$ cat config.mk
export PLATFORM = sky130hd
export DESIGN_NAME = gray_counter
export DESIGN_NICKNAME = d
export VERILOG_FILES = /design/src/rtl/gray_counter.sv
export SDC_FILE = /design/constraint.sdc
export NUM_CORES = 1
export LEC_CHECK = 0
export BUFFER_PORTS_ARGS = -buffer_cell sky130_fd_sc_hd__buf_2
export CAP_MARGIN = 20
export CORE_MARGIN = 8
export CORE_UTILIZATION = 45
export DETAILED_ROUTE_END_ITERATION = 7
export PLACE_DENSITY = 0.69
export SLEW_MARGIN = 20
export SYNTH_ARGS = -nofsm -noshare
export SYNTH_HDL_FRONTEND = slang
export SYNTH_SLANG_ARGS = --single-unit
$ cat constraint.sdc
create_clock -name clk -period 7.7 [get_ports clk]
set_input_delay 0.77 -clock clk [delete_from_list [all_inputs] [get_ports clk]]
set_output_delay 0.77 -clock clk [all_outputs]
set_load 0.005 [all_outputs]
$ cat src/rtl/gray_counter.sv
// Up/down binary counter with a registered Gray-code twin and a one-bit-change checker.
// One-cycle latency from sampled inputs to outputs; no backpressure (every edge is accepted).
module gray_counter #(
  parameter int WIDTH    = 4,
  parameter bit SATURATE = 1'b0
) (
  input  logic             clk,
  input  logic             rst_n,
  input  logic             clear,
  input  logic             load,
  input  logic [WIDTH-1:0] load_val,
  input  logic             en,
  input  logic             up,
  output logic [WIDTH-1:0] binary,
  output logic [WIDTH-1:0] gray,
  output logic             wrap,
  output logic             at_limit,
  output logic             step_err
);

  localparam logic [WIDTH-1:0] MAX  = '1;
  localparam logic [WIDTH-1:0] ZERO = '0;
  localparam logic [WIDTH-1:0] ONE  = {{(WIDTH-1){1'b0}}, 1'b1};

  logic [WIDTH-1:0] binary_q, binary_d;
  logic [WIDTH-1:0] gray_q, gray_d;
  logic             wrap_q, wrap_d;
  logic             at_limit_q, at_limit_d;
  logic             step_err_q, step_err_d;
  logic             at_edge;
  logic             step;

  always_comb begin
    binary_d = binary_q;
    wrap_d   = 1'b0;
    step     = 1'b0;
    at_edge  = up ? (binary_q == MAX) : (binary_q == ZERO);

    if (clear) begin
      binary_d = ZERO;
    end else if (load) begin
      binary_d = load_val;
    end else if (en) begin
      step = 1'b1;
      if (at_edge) begin
        if (!SATURATE) begin
          binary_d = up ? ZERO : MAX;
          wrap_d   = 1'b1;
        end
      end else begin
        binary_d = up ? (binary_q + ONE) : (binary_q - ONE);
      end
    end

    // Gray is always re-encoded from the new binary, never stepped from the old code.
    gray_d     = binary_d ^ (binary_d >> 1);
    at_limit_d = up ? (binary_d == MAX) : (binary_d == ZERO);
    step_err_d = step_err_q |
                 (step && (binary_d != binary_q) && ($countones(gray_d ^ gray_q) != 1));
  end

  always_ff @(posedge clk or negedge rst_n) begin
    if (!rst_n) begin
      binary_q   <= ZERO;
      gray_q     <= ZERO;
      wrap_q     <= 1'b0;
      at_limit_q <= 1'b0;
      step_err_q <= 1'b0;
    end else begin
      binary_q   <= binary_d;
      gray_q     <= gray_d;
      wrap_q     <= wrap_d;
      at_limit_q <= at_limit_d;
      step_err_q <= step_err_d;
    end
  end

  assign binary   = binary_q;
  assign gray     = gray_q;
  assign wrap     = wrap_q;
  assign at_limit = at_limit_q;
  assign step_err = step_err_q;

endmodule

==> results.cfg <==
[clock_network]
cts_tree = yes
clockRootBuffer = clkbuf_4
postCtsSetupBuffers = 0
htree_levels = 1
clk-insertion-delay-late_ps = 260
numCtsBuffers = 3
clk_pin_slew_ps = 60
ctsHoldBuffers = 0
cts_resized = 0
cts_sinks = 10
cts.path.max_buffers = 2

[detailed_routing]
drtIter0Drc = 12
drc = 0
wl_per_cell_um = 13.4
viasPerCell = 4.93
num_vias = 601
drtPass1Iterations = 4
antenna_left = 0
wirelength_um = 1630

[pwr]
pwr-share-comb_pct = 41.7
p_switching_mw = 0.0577
clkPwrFrac_pct = 20.2
p_int_mw = 0.111
p_sw_share_pct = 34.2
p_per_area_mw_per_mm2 = 177
ir_worst_vdd_uv = 149
p_leak_nw = 0.480
seqPwrFrac_pct = 38.2

[yosys]
yosys-top-cells-area = dfrtp_1 30%, ha_1 12%, xor2_1 6.4%
synthesis.nets = 97
netlist.area_leader.share_pct = 30.4
synth.top_cells.by_count = 10 x dfrtp_1, 10 x inv_1, 8 x ha_1
post_synth_num_cell_types = 32
async_reset_ff_share_pct = 100
avgSynthCellArea_um2 = 10.7
yosysTopAreaCell = dfrtp_1
syn_inst = 77
synthFlopType = dfrtp_1
synth-seq-cells = 10
syn_area_um2 = 823
synth_edf_count = 0
yosysSeqAreaShare_pct = 30.4
ys.warnings.count = 0

[sta]
rsz0062_at_grt = no
final.setup.tns_ps = 0
setup_slack_ps = 3990
final_max_slew_viol_count = 0
clock_skew_ps = 0.519
hold_viol = 0
period_share_pct = 48.2
worst_slew_pin_slew_ps = 350
slew_headroom_pct = 76.6
min_period_ps = 3710
setup_viol = 0
whs_ps = 355
fmax_mhz = 270

[finish]
syn_to_final_growth_pct = 15.5
n_antenna_cell = 0
num-nets-final = 119
fin_util_pct = 55.1
drive_gt1_share_pct = 35.1

[setup_path]
path_class = in -> reg
r2r_cells = 13
critPathMaxFanout = 6
worst_path_most_repeated_cell = ha_1
cp_slowest_cell = fa_1
required_ps = 7840
slowest_delay_ps = 520
worst_setup_path_start_kind = input port
crit_chain = buf_2 > fa_1 > o221ai_2 > nor3b_4 > inv_1 > ha_1 > xor2_1 > fa_1 > ha_1 > ha_1 > nor2_1 > a21oi_1 > or2_2
worst_setup_path_end_kind = register
critPathArrivalTime_ps = 3850

[run]
cap_violations = 0

[grt]
grt_usage_pct = 9.82
overflow = 0
grt_pass1_vias = 579
grt_start_max_net_pins = 13
antenna_found_initial = 0
grt_pass1_wl_um = 2610

[place]
routabilityCongestion = 0.812
io_buffers = 20
place_ws_ps = 3700
place_hpwl_um = 1340

[die]
dieHeight_um = 58.8
initial_core_util_pct = 47.7
coreArea_mm2 = 0.00173
die_w_um = 58.8
dieArea_mm2 = 0.00345
std_cell_rows = 15
ios = 21

[run_status]
status = complete, no violations

[worst_hold_path]
hp-class = in -> async
## critical path: cells and delay by family
family	cells	cell delay (ps)
AO/OA/AOI/OAI	2	200
adder cells (fa/ha/maj)	5	1760
XOR/XNOR	1	200
buffers and inverters	2	230
AND/OR/NAND/NOR	3	690
## flip-flops by register name (all words and copies together) (netlist names)
| register | flops |
|---|---|
| at_limit | 1 |
| gray | 3 |
| binary | 4 |
| step_err | 1 |
| wrap | 1 |
## layout by cell type, fill, tap and decap left out, types with 2 or more instances in the layout
cell type  instances
a21oi_1            7
fa_1               2
nor2b_1            2
xor2_1             6
inv_1             10
or2_2              2
nand3_1            2
nor2_1             2
ha_1               8
clkbuf_4           3
buf_2             20
nand3b_1           2
nand2_1            2
a21o_2             2
dfrtp_1           10
## path summary, 6_finish.rpt
kind	from	to	slack, ps
hold / removal	rst_n	step_err	360
hold reg to reg	step_err	step_err	460
max in group asynchronous	rst_n	gray[1]	7160
min in group clk	step_err	step_err	460
setup reg to reg	binary[0]	step_err	4080
setup / recovery	up	step_err	3990
## stage by stage
stage	cell area, um^2	cells	power [mW]
after floorplan	823	77	0.115
after global placement	928	119	0.132
after detailed placement	928	119	0.135
after CTS	951	122	0.170
after global routing	951	122	0.185
final	951	122	0.169
## power groups by stage
| stage | clock (mW) | combinational (mW) | sequential, mW |
|---|---|---|---|
| 6_report | 0.0340 | 0.0702 | 0.0644 |
| 5_1_grt | 0.0384 | 0.0815 | 0.0652 |
| 4_1_cts | 0.0349 | 0.0706 | 0.0644 |
| 3_5_place_dp | 0 | 0.0691 | 0.0655 |
| 3_3_place_gp | 0 | 0.0671 | 0.0652 |
| 2_1_floorplan | 0 | 0.0508 | 0.0644 |
## cell families (layout without fill, tap and decap cells)
family	Yosys count	after routing	synth area share, %
buffers and inverters	13	33	7.75
xor gates and xnor gates	8	8	10.3
and+or+nand+nor	17	17	15.4
muxes	1	1	1.22
DFF	10	10	30.4
AOI/OAI and AO/OA	18	18	17.9
adders and majority gates	10	10	17.0
## final cells by class
type                            instances  area [um^2]
Tap cell                               25         31.3
Multi-Input combinational cell         54          509
Fill cell                             170          776
Timing Repair Buffer                   20          100
Clock buffer                            3         22.5
Inverter                               10         37.5
Sequential cell                        10          250
## metal layers
layer / share of wire (%) / GRT usage (%) / up-vias
li1: - / - / 306
met5: 0 / 0 / -
met1: 47 / 12.0 / 279
met4: 1.0 / 2.05 / 0
met3: 4.5 / 4.13 / 2
met2: 47 / 15.6 / 14
Power figures use the tool's default switching activity.
